File: config.mk
export PLATFORM = sky130hd
export DESIGN_NAME = music_note_sequencer_flat
export DESIGN_NICKNAME = d
export VERILOG_FILES = /design/src/rtl/music_seq_pkg.sv /design/src/rtl/music_note_sequencer_if.sv /design/src/rtl/music_seq_fifo.sv /design/src/rtl/music_note_sequencer.sv /design/src/flat_wrapper.sv
export SDC_FILE = /design/constraint.sdc
export NUM_CORES = 1
export LEC_CHECK = 0
export CORE_ASPECT_RATIO = 1.1
export CORE_UTILIZATION = 40
export DETAILED_ROUTE_END_ITERATION = 10
export PLACE_DENSITY = 0.55
export SLEW_MARGIN = 20
export SYNTH_ARGS = -nofsm -noshare
export SYNTH_HDL_FRONTEND = slang
export SYNTH_HIERARCHICAL = 1
export SYNTH_SLANG_ARGS = --single-unit
File: constraint.sdc
create_clock -name clk_i -period 12.79 [get_ports clk_i]
set_input_delay 2.558 -clock clk_i [delete_from_list [all_inputs] [get_ports clk_i]]
set_output_delay 2.558 -clock clk_i [all_outputs]
set_load 0.01 [all_outputs]
File: src/rtl/music_seq_pkg.sv
// rtl/music_seq_pkg.sv - shared types and widths for the note sequencer
// Purpose: note command record, sequencer state encoding and field widths
//   used by the FIFO, the command interface and the sequencer top.
// Ports: none (package).
// Configuration: SEQ_GAP_EN (see music_note_sequencer) uses the GAP state.
package music_seq_pkg;

  localparam int FREQ_W = 16;
  localparam int VOL_W  = 8;
  localparam int DUR_W  = 16;

  typedef struct packed {
    logic [FREQ_W-1:0] freq;
    logic [VOL_W-1:0]  volume;
    logic [DUR_W-1:0]  dur;
    logic              rest;
  } note_cmd_t;

  typedef enum logic [1:0] {
    IDLE = 2'd0,
    PLAY = 2'd1,
    GAP  = 2'd2
  } seq_state_e;

endpackage

File: src/rtl/music_note_sequencer_if.sv
// rtl/music_note_sequencer_if.sv - note command valid/ready interface
// Purpose: groups the upstream note command handshake and payload.
// Signals: cmd_valid_i, cmd_ready_o, cmd_freq_i[16], cmd_volume_i[8],
//   cmd_dur_i[16], cmd_rest_i. master = note source, slave = sequencer.
interface music_note_sequencer_if;
  import music_seq_pkg::*;

  logic              cmd_valid_i;
  logic              cmd_ready_o;
  logic [FREQ_W-1:0] cmd_freq_i;
  logic [VOL_W-1:0]  cmd_volume_i;
  logic [DUR_W-1:0]  cmd_dur_i;
  logic              cmd_rest_i;

  modport master (
    output cmd_valid_i, cmd_freq_i, cmd_volume_i, cmd_dur_i, cmd_rest_i,
    input  cmd_ready_o
  );

  modport slave (
    input  cmd_valid_i, cmd_freq_i, cmd_volume_i, cmd_dur_i, cmd_rest_i,
    output cmd_ready_o
  );

endinterface

File: src/rtl/music_seq_fifo.sv
// rtl/music_seq_fifo.sv - command FIFO of note_cmd_t
// Purpose: synchronous FIFO holding queued note commands, no bypass path.
// Ports: clk_i, rst_i (async, active-high), push, pop, flush (clears all,
//   wins over push/pop), wdata, rdata (head entry), full, empty, level.
module music_seq_fifo
  import music_seq_pkg::*;
#(
  parameter int DEPTH = 8
) (
  input  logic                   clk_i,
  input  logic                   rst_i,
  input  logic                   push,
  input  logic                   pop,
  input  logic                   flush,
  input  note_cmd_t              wdata,
  output note_cmd_t              rdata,
  output logic                   full,
  output logic                   empty,
  output logic [$clog2(DEPTH):0] level
);

  localparam int AW = $clog2(DEPTH);

  note_cmd_t     mem [DEPTH];
  logic [AW-1:0] wr_ptr;
  logic [AW-1:0] rd_ptr;
  logic [AW:0]   count;
  logic          do_push;
  logic          do_pop;

  assign full    = (count == (AW+1)'(DEPTH));
  assign empty   = (count == '0);
  assign level   = count;
  assign rdata   = mem[rd_ptr];
  // Ready is !full regardless of a same-cycle pop, so a full FIFO never accepts.
  assign do_push = push && !full && !flush;
  assign do_pop  = pop && !empty && !flush;

  always_ff @(posedge clk_i or posedge rst_i) begin
    if (rst_i) begin
      wr_ptr <= '0;
      rd_ptr <= '0;
      count  <= '0;
    end else if (flush) begin
      wr_ptr <= '0;
      rd_ptr <= '0;
      count  <= '0;
    end else begin
      if (do_push) wr_ptr <= wr_ptr + AW'(1);
      if (do_pop)  rd_ptr <= rd_ptr + AW'(1);
      case ({do_push, do_pop})
        2'b10:   count <= count + (AW+1)'(1);
        2'b01:   count <= count - (AW+1)'(1);
        default: count <= count;
      endcase
    end
  end

  always_ff @(posedge clk_i) begin
    if (do_push) mem[wr_ptr] <= wdata;
  end

endmodule

File: src/rtl/music_note_sequencer.sv
// rtl/music_note_sequencer.sv - plays queued note commands on one synth voice
// Purpose: pops note commands from the FIFO and drives ch_en/ch_freq/ch_volume
//   for dur*TICK_DIV cycles each; back-to-back notes reload without a bubble.
// Ports: clk_i, rst_i (async, active-high), cmd (slave command interface),
//   pause_i (freeze timing, silence), flush_i (drop queue and current note),
//   ch_en_o, ch_freq_o, ch_volume_o (registered synth controls),
//   busy_o (state != IDLE), level_o (FIFO occupancy).
// Configuration: SEQ_GAP_EN adds a GAP_TICKS silent gap after every note.
module music_note_sequencer
  import music_seq_pkg::*;
#(
  parameter int TICK_DIV   = 12500,
  parameter int FIFO_DEPTH = 8,
  parameter int GAP_TICKS  = 20
) (
  input  logic                        clk_i,
  input  logic                        rst_i,
  music_note_sequencer_if.slave       cmd,
  input  logic                        pause_i,
  input  logic                        flush_i,
  output logic                        ch_en_o,
  output logic [FREQ_W-1:0]           ch_freq_o,
  output logic [VOL_W-1:0]            ch_volume_o,
  output logic                        busy_o,
  output logic [$clog2(FIFO_DEPTH):0] level_o
);

  localparam int PW = (TICK_DIV > 1) ? $clog2(TICK_DIV) : 1;

  seq_state_e        state, state_n;
  logic [PW-1:0]     presc, presc_n, presc_adv;
  logic [DUR_W-1:0]  tick, tick_n, tick_adv, tick_tgt;
  logic [DUR_W-1:0]  cur_dur, dur_n;
  logic              cur_rest, rest_n;
  logic              en_q, en_n;
  logic [FREQ_W-1:0] freq_q, freq_n;
  logic [VOL_W-1:0]  vol_q, vol_n;
  logic              presc_wrap, slot_end;
  logic              pop, load, head_ok;
  logic              fifo_full, fifo_empty;
  note_cmd_t         wdata, head;

  assign wdata.freq   = cmd.cmd_freq_i;
  assign wdata.volume = cmd.cmd_volume_i;
  assign wdata.dur    = cmd.cmd_dur_i;
  assign wdata.rest   = cmd.cmd_rest_i;

  music_seq_fifo #(.DEPTH(FIFO_DEPTH)) u_fifo (
    .clk_i (clk_i),
    .rst_i (rst_i),
    .push  (cmd.cmd_valid_i),
    .pop   (pop),
    .flush (flush_i),
    .wdata (wdata),
    .rdata (head),
    .full  (fifo_full),
    .empty (fifo_empty),
    .level (level_o)
  );

  assign cmd.cmd_ready_o = !fifo_full;
  assign ch_en_o         = en_q;
  assign ch_freq_o       = freq_q;
  assign ch_volume_o     = vol_q;
  assign busy_o          = (state != IDLE);

  // A zero-duration head is popped but never loaded.
  assign head_ok = !fifo_empty && (head.dur != '0);

`ifdef SEQ_GAP_EN
  assign tick_tgt = (state == GAP) ? DUR_W'(GAP_TICKS) : cur_dur;
`else
  logic [DUR_W-1:0] gap_unused;
  assign gap_unused = DUR_W'(GAP_TICKS);
  assign tick_tgt   = cur_dur;
`endif

  assign presc_wrap = (presc == PW'(TICK_DIV - 1));
  assign presc_adv  = presc_wrap ? '0 : presc + PW'(1);
  assign tick_adv   = presc_wrap ? tick + DUR_W'(1) : tick;
  // Final cycle of the current slot: last prescaler count of the last tick.
  assign slot_end   = presc_wrap && (tick == tick_tgt - DUR_W'(1));

  always_comb begin
    state_n = state;
    presc_n = presc;
    tick_n  = tick;
    dur_n   = cur_dur;
    rest_n  = cur_rest;
    freq_n  = freq_q;
    vol_n   = vol_q;
    en_n    = en_q;
    pop     = 1'b0;
    load    = 1'b0;
    if (flush_i) begin
      state_n = IDLE;
      presc_n = '0;
      tick_n  = '0;
      en_n    = 1'b0;
    end else if (pause_i) begin
      en_n = 1'b0;
    end else begin
      case (state)
        IDLE: begin
          en_n = 1'b0;
          pop  = !fifo_empty;
          load = head_ok;
        end
        PLAY: begin
          en_n = !cur_rest;
          if (slot_end) begin
`ifdef SEQ_GAP_EN
            state_n = GAP;
            presc_n = '0;
            tick_n  = '0;
            en_n    = 1'b0;
`else
            pop  = !fifo_empty;
            load = head_ok;
            if (!head_ok) begin
              state_n = IDLE;
              en_n    = 1'b0;
            end
`endif
          end else begin
            presc_n = presc_adv;
            tick_n  = tick_adv;
          end
        end
`ifdef SEQ_GAP_EN
        GAP: begin
          en_n = 1'b0;
          if (slot_end) begin
            pop  = !fifo_empty;
            load = head_ok;
            if (!head_ok) state_n = IDLE;
          end else begin
            presc_n = presc_adv;
            tick_n  = tick_adv;
          end
        end
`endif
        default: begin
          state_n = IDLE;
          en_n    = 1'b0;
        end
      endcase
      if (load) begin
        state_n = PLAY;
        presc_n = '0;
        tick_n  = '0;
        dur_n   = head.dur;
        rest_n  = head.rest;
        freq_n  = head.freq;
        vol_n   = head.volume;
        en_n    = !head.rest;
      end
    end
  end

  always_ff @(posedge clk_i or posedge rst_i) begin
    if (rst_i) begin
      state    <= IDLE;
      presc    <= '0;
      tick     <= '0;
      cur_dur  <= '0;
      cur_rest <= 1'b0;
      en_q     <= 1'b0;
      freq_q   <= '0;
      vol_q    <= '0;
    end else begin
      state    <= state_n;
      presc    <= presc_n;
      tick     <= tick_n;
      cur_dur  <= dur_n;
      cur_rest <= rest_n;
      en_q     <= en_n;
      freq_q   <= freq_n;
      vol_q    <= vol_n;
    end
  end

endmodule

File: src/flat_wrapper.sv
// flat-port wrapper written by rule: the top's interface ports become plain ports
module music_note_sequencer_flat import music_seq_pkg::*;
#(
  parameter int TICK_DIV   = 12500,
  parameter int FIFO_DEPTH = 8,
  parameter int GAP_TICKS  = 20
)
  (clk_i, rst_i, pause_i, flush_i, ch_en_o, ch_freq_o, ch_volume_o, busy_o, level_o, cmd_cmd_valid_i, cmd_cmd_freq_i, cmd_cmd_volume_i, cmd_cmd_dur_i, cmd_cmd_rest_i, cmd_cmd_ready_o);
  music_note_sequencer_if cmd_i ();
  input  logic clk_i;
  input  logic rst_i;
  input  logic pause_i;
  input  logic flush_i;
  output logic ch_en_o;
  output logic [FREQ_W-1:0] ch_freq_o;
  output logic [VOL_W-1:0] ch_volume_o;
  output logic busy_o;
  output logic [$clog2(FIFO_DEPTH):0] level_o;
  input wire logic [$bits(cmd_i.cmd_valid_i)-1:0] cmd_cmd_valid_i;
  input wire logic [$bits(cmd_i.cmd_freq_i)-1:0] cmd_cmd_freq_i;
  input wire logic [$bits(cmd_i.cmd_volume_i)-1:0] cmd_cmd_volume_i;
  input wire logic [$bits(cmd_i.cmd_dur_i)-1:0] cmd_cmd_dur_i;
  input wire logic [$bits(cmd_i.cmd_rest_i)-1:0] cmd_cmd_rest_i;
  output wire logic [$bits(cmd_i.cmd_ready_o)-1:0] cmd_cmd_ready_o;
  assign cmd_i.cmd_valid_i = cmd_cmd_valid_i;
  assign cmd_i.cmd_freq_i = cmd_cmd_freq_i;
  assign cmd_i.cmd_volume_i = cmd_cmd_volume_i;
  assign cmd_i.cmd_dur_i = cmd_cmd_dur_i;
  assign cmd_i.cmd_rest_i = cmd_cmd_rest_i;
  assign cmd_cmd_ready_o = cmd_i.cmd_ready_o;
  music_note_sequencer #(.TICK_DIV(TICK_DIV), .FIFO_DEPTH(FIFO_DEPTH), .GAP_TICKS(GAP_TICKS)) u_core (.clk_i(clk_i), .rst_i(rst_i), .cmd(cmd_i), .pause_i(pause_i), .flush_i(flush_i), .ch_en_o(ch_en_o), .ch_freq_o(ch_freq_o), .ch_volume_o(ch_volume_o), .busy_o(busy_o), .level_o(level_o));
endmodule
== Word-level counts from Yosys, hierarchy flattened ==
Memory sizes are Yosys's and may differ from the RTL's.
Index checks and enable logic that the tools add are counted.
Storage, ports and cells
  register bits after elaboration: 84
  memory bits (writable): 328
  output and inout port bits: 31
  memories: 1
Memories
  u_core.u_fifo.mem: words 8, bits a word 41, rd ports 1, clocked after memory_dff 0, write ports 1, RTL line music_seq_fifo.sv:24  | note_cmd_t mem [DEPTH];
Operators by class
  add/sub/neg operators: 7
  equal/unequal tests: 11
  multiplexer cells: 40
  bitwise gates (word level): 2
  reduce and logical (&&, ||, !) cells: 24
Operators by type and width (count)
  2-to-1 mux 16 bit: 6
  2-to-1 mux 14 bit: 6
  adder 16 x 1 -> 16 bit, second input constant: 1
  == test 16 bit: 1
  nonzero test 16 bit: 1
  subtractor 16 x 1 -> 16 bit, second input constant: 1
  adder 14 x 1 -> 14 bit, second input constant: 1
  == test 14 bit, second input constant: 1
  2-to-1 mux 1 bit: 14
  2-to-1 mux 3 bit: 4
  2-to-1 mux 2 bit: 5
  nonzero test 3 bit: 3
  one-hot mux 4 bit (2 select lines): 1
  AND reduction 4 bit: 2
  adder 3 x 1 -> 3 bit, second input constant: 2
  logical AND 1 bit: 6
  AND reduction 3 bit: 2
  nonzero test 2 bit: 3
  logical NOT 1 bit: 5
  adder 4 x 1 -> 4 bit, second input constant: 1
  == test 2 x 1 -> 1 bit, second input constant: 2
  == test 4 bit, second input constant: 1
  logical NOT 4 bit: 1
  2-to-1 mux 4 bit: 1
  11 further kinds: 13

== Depth between registers and ports, before layout ==
  word-level depth: 12
  mapped depth: 19

== Modules after synthesis ==
The synthesis kept the hierarchy.
Modules (own cells, without submodules)
  music_seq_fifo: times used 1, cells an instance 552, area an instance 12990.0 µm², sequential area each 10099.7 µm²
  music_note_sequencer: times used 1, cells an instance 384, area an instance 4028.9 µm², sequential area each 1826.8 µm²

== Least setup slack after synthesis ==
No wires, ideal clock.
  path kind: input -> register
  start: in cmd_cmd_valid_i
  end: mem u_core/u_fifo/mem[0][0] (netlist name) (enable)
  setup time: 490 ps
  arrival: 6151 ps
  slack: 6149 ps
  stages on the path: 4
  cells stage by stage: clkbuf_1 -> nand2_1 -> or3_1 -> nor3_1
Between the ends
  word-level cells in the longest chain between the ends: 4
RTL lines
  from (decl): RTL line flat_wrapper.sv:19  | input wire logic [$bits(cmd_i.cmd_valid_i)-1:0] cmd_cmd_valid_i;
  logical AND 1 bit (2 in a row): RTL line music_seq_fifo.sv:36  | assign do_push = push && !full && !flush;
  2-to-1 mux 1 bit: RTL line music_seq_fifo.sv:60  | if (do_push) mem[wr_ptr] <= wdata;
  2-to-1 mux 1 bit (not written as such): RTL line music_seq_fifo.sv:60
  to (decl): RTL line music_seq_fifo.sv:24
No other way between the ends.

== Final worst setup path ==
  start: reg u_core.cur_dur[0]
  end: reg u_core.u_fifo.count[3], in the netlist u_core/u_fifo/level[3]
Between the ends
  word-level cells in the longest chain between the ends: 12
RTL lines
  from (decl): RTL line music_note_sequencer.sv:33  | logic [DUR_W-1:0] cur_dur, dur_n;
  from (signal assigned): RTL line music_note_sequencer.sv:175  | cur_dur <= dur_n;
  subtractor 16 x 1 -> 16 bit *: RTL line music_note_sequencer.sv:82  | assign slot_end = presc_wrap && (tick == tick_tgt - DUR_W'(1));
  == test 16 bit *: RTL line music_note_sequencer.sv:82
  logical AND 1 bit *: RTL line music_note_sequencer.sv:82
  2-to-1 mux 1 bit *: RTL line music_note_sequencer.sv:111  | if (slot_end) begin
  one-hot mux 1 bit (2 select lines) *: RTL line music_note_sequencer.sv:103  | case (state)
  2-to-1 mux 1 bit *: RTL line music_note_sequencer.sv:100  | end else if (pause_i) begin
  2-to-1 mux 1 bit *: RTL line music_note_sequencer.sv:95  | if (flush_i) begin
  named net u_core.pop: RTL line music_note_sequencer.sv:39  | logic pop, load, head_ok;
  logical AND 1 bit * (2 in a row): RTL line music_seq_fifo.sv:37  | assign do_pop = pop && !empty && !flush;
  == test 2 x 1 -> 1 bit or == test 2 bit (tied branches): RTL line music_seq_fifo.sv:51  | case ({do_push, do_pop})
  one-hot mux 4 bit (2 select lines): RTL line music_seq_fifo.sv:51
  2-to-1 mux 4 bit: RTL line music_seq_fifo.sv:44  | end else if (flush) begin
  to (signal assigned): RTL line music_seq_fifo.sv:52  | 2'b10: count <= count + (AW+1)'(1);
  to (signal assigned): RTL line music_seq_fifo.sv:53  | 2'b01: count <= count - (AW+1)'(1);
  to (signal assigned): RTL line music_seq_fifo.sv:54  | default: count <= count;
  to (decl): RTL line music_seq_fifo.sv:27  | logic [AW:0] count;
Mark *: on every way through the listed nets, which the timed path passes. The rest lies on a longest branch.
A chain may end at the register's enable or synchronous reset.

==> metrics.md <==
| Metric | Value |
|---|---|
| First DRT Iteration DRCs | 464 |
| CP max stage delay | 0.69 ns |
| Total CTS buffers | 45 |
| PwrDens | 172.7 nW/um^2 |
| RSZ-0062 raised after global routing | false |
| Inst Count DP | 1545 |
| Total GRT Usage | 0.1729 |
| Worst-path clk slew | 0.06 ns |
| Max-cap violations | 0 |
| Die area | 43380 um^2 |
| Final hold vios | 0 |
| Starting Density | 0.4094 |
| CTS tree | yes |
| Critical path startpoint category | flip-flop |
| Post-synth EDFFs | 328 |
| Post-synthesis instance area | 17020 um^2 |
| Top_reg_cell synth | edfxtp_1 |
| Synth top area share | 0.5787 |
| Post-Place Cell Area | 18460 um^2 |
| CTS sink count | 411 |
| Final Slew Violations | 0 |
| Gate Count Post-Synth | 936 |
| Post_cts resized | 0 |
| Largest net degree at the start of global routing | 64 |
| Antenna violations before repair | 3 |
| CP bufs+invs | 0 |
| Post-Syn Nets | 990 |
| Vias in the first global route | 9290 |
| Input/output buffers | 76 |
| Setup Viol. Count Final | 0 |
| Setup CP Type | reg -> reg |
| Grt ovf | 0 |
| Largest cells by area after synthesis | edfxtp_1 58%, dfrtp_1 12%, mux4_2 11%, mux2_2 5.5%, nor2_1 0.82% |
| Cells along the critical path | or4_1, or3_1, or3b_1, a311o_1, or4_1, o21ai_2, and3b_1, o41ai_4, a21oi_2, nor2b_1, ha_1, a21o_1, a2111oi_0, mux2i_1, or3b_1 |
| Cell accounting for the most synthesized area | edfxtp_1 |
| Worst Skew | 0.01836 ns |
| Layout Nets | 1086 |
| DPL Wire Length | 19610 um |
| GPL Wtd Cong | 0.8014 |
| Insertion delay to the later sink of the worst-skew pair | 0.57 ns |
| Worst vdd ir | 114.4 uV |
| CP arrival | 5.85 ns |
| Final Non-Filler Cells | 1630 |
| Core Rows | 78 |
| CP max FO | 8 |
| Clk buf depth | 3 |
| Antenna-violating nets left | 0 |
| Area growth syn-to-layout | 17.34% |
| Hold slack | 0.5056 ns |
| Hold Crit Class | reg -> reg |
| Worst slew pin tran | 0.9597 ns |
| Fin area | 19970 um^2 |
| Fin crit share | 0.4181 |
| Share of layout cells above drive strength 1 | 0.2601 |
| Post-synth ARST share | 0.2019 |
| Distinct cells, synth | 67 |
| Fin Setup TNS | 0 ns |
| Via density | 5.366 |
| Max_slew headroom | 0.3602 |
| DRC viols | 0 |
| Status | finished, final reports clean |
| CTS Root Cell | clkbuf_16 |
| Io pins | 77 |
| Yosys warning count | 6 |
| Register area share after synthesis | 0.7008 |
| Core region area | 41570 um^2 |
| Max Freq | 187.0 MHz |
| Fillcell total | 3549 |
| Total leakage power | 6.606 nW |
| WL/cell | 21.82 um |
| Via count | 8746 |
| Flops & latches, synth | 411 |
| Worst EP required | 13.29 ns |
| Final wirelength | 35570 um |
| Die Span Y | 218.3 um |
| Crit end category | flip-flop |
| Tmin final | 5.347 ns |
| First-pass GRT wire length | 55750 um |
| DIE WIDTH | 198.7 um |
| DRT Pass-1 Iters | 4 |
| Top delay family on crit path | simple AND/OR/NAND/NOR gates |
| Syn Area/Cell | 18.18 um^2 |
| CTS HTree Levels | 2 |
| Slowest CP cell | or4_1 |
| # hold bufs at CTS | 0 |
| Setup bufs post-CTS | 0 |
[Yosys cell counts, types with 7 or more instances]
library cell and count:
inv_1 15, buf_2 17, o31ai_1 9, clkbuf_1 16, nand2b_1 11, nor2_1 37, o21ai_0 10, a21o_1 9
nand4_1 9, mux2i_1 8, edfxtp_1 328, xnor2_1 15, or4_1 13, nand2_1 19, a21oi_1 26, dfrtp_1 83
ha_1 7, xor2_1 13, nor4_1 10, nor3_1 13, mux2_2 83, or3_1 9, nand3_1 15, mux4_2 82
[sequential cells by signal (all words and copies together) (netlist names)]
signal                flops
u_core/ch_en_o            1
u_core/presc             14
u_core/tick              16
u_core/u_fifo/level       4
u_core/state              1
u_core/cur_dur           16
u_core/cur_rest           1
u_core/u_fifo/mem       328
u_core/u_fifo/wr_ptr      3
u_core/ch_volume_o        8
u_core/u_fifo/rd_ptr      3
u_core/ch_freq_o         16
[where the power goes]
| group | leakage [nW] | total (W) | internal, W | switching [W] |
|---|---|---|---|---|
| sequential | 4.03 | 0.00163 | 0.00154 | 0.0000919 |
| clock | 0.736 | 0.00130 | 0.000773 | 0.000525 |
| combinational | 1.84 | 0.000515 | 0.000277 | 0.000238 |
| total | 6.61 | 0.00345 | 0.00259 | 0.000856 |
[cell type report]
| cell class | instances | area, um^2 | share of cell area |
|---|---|---|---|
| Antenna cell | 1 | 2.502 | 0.0001253 |
| Clock buffer | 60 | 1295 | 0.06485 |
| Clock inverter | 24 | 207.7 | 0.01040 |
| Inverter | 15 | 57.56 | 0.002882 |
| Multi-Input combinational cell | 469 | 4903 | 0.2455 |
| Sequential cell | 411 | 11940 | 0.5978 |
| Tap cell | 560 | 700.7 | 0.03509 |
| Timing Repair Buffer | 90 | 865.8 | 0.04336 |
[worst register-to-register path, delay by kind of cell (launching register included)]
kind	cells	cell delay, ns
DFF	1	0.45
and+or+nand+nor	7	2.79
muxes	1	0.14
AOI/OAI and AO/OA	6	1.63
adders and majority gates	1	0.28
[kinds of logic (layout without fill, tap and decap cells)]
family                   count (synthesis)  after routing  synth area share
AND/OR/NAND/NOR                        177            177           0.06095
XOR/XNOR                                28             28           0.01441
other                                    0              1                 0
buffers and inverters                   56            189           0.01448
multiplexers                           173            173            0.1681
AO/OA/AOI/OAI                           83             83           0.03492
flip-flops                             411            411            0.7008
adder cells (fa/ha/maj)                  8              8          0.006322
[routing by layer]
layer / GRT usage / vias up / share of wire
li1: - / 3963 / -
met2: 0.2893 / 137 / 0.50
met4: 0.06179 / 4 / 0.027
met1: 0.2244 / 4577 / 0.43
met5: 0 / - / 0.00053
met3: 0.03272 / 65 / 0.039
[metrics by stage]
stage	setup WS, ns	util	power (W)
6_report	7.443	0.4803	0.003449
5_1_grt	7.219	0.4803	0.003601
4_1_cts	7.476	0.4802	0.003502
3_5_place_dp	7.190	0.4441	0.002184
3_3_place_gp	7.272	0.4441	0.002179
2_1_floorplan	6.149	-	0.001980
[placed cells by master (no fill, tap or decap), drive strengths merged, types with 5 or more instances in the layout]
cell	netlist	routed
a211oi	5	5
xor2	13	13
and3	6	6
mux2	83	83
o21ai	11	11
or3	9	9
dfrtp	83	83
nand4	9	9
o31ai	9	9
a21o	9	9
clkinv	0	17
xnor2	15	15
edfxtp	328	328
buf	25	14
ha	7	7
nand2b	11	11
nor3	13	13
or4	13	13
nand2	19	19
clkdlybuf4s50	0	76
mux4	82	82
clkbuf	16	60
nand3	18	18
nor4	11	11
mux2i	8	8
a21oi	27	27
inv	15	16
nor2	37	37
[worst paths after layout]
check	cells past startpoint	endpoint	startpoint	slack, ns
max in group asynchronous	3	u_core/tick[4]$_DFFE_PP0P_	rst_i	9.34
setup reg to reg	15	u_core/u_fifo/level[3]$_DFFE_PP0P_	u_core/cur_dur[0]$_DFFE_PP0P_	7.44
min in group asynchronous	2	u_core/u_fifo/wr_ptr[0]$_DFFE_PP0P_	rst_i	2.36
hold reg to reg	1	u_core/ch_freq_o[1]$_DFFE_PP0P_	u_core/ch_freq_o[1]$_DFFE_PP0P_	0.51
hold / removal	1	u_core/ch_freq_o[1]$_DFFE_PP0P_	u_core/ch_freq_o[1]$_DFFE_PP0P_	0.51
setup / recovery	15	u_core/u_fifo/level[3]$_DFFE_PP0P_	u_core/cur_dur[0]$_DFFE_PP0P_	7.44
(Power assumes the default switching activity.)
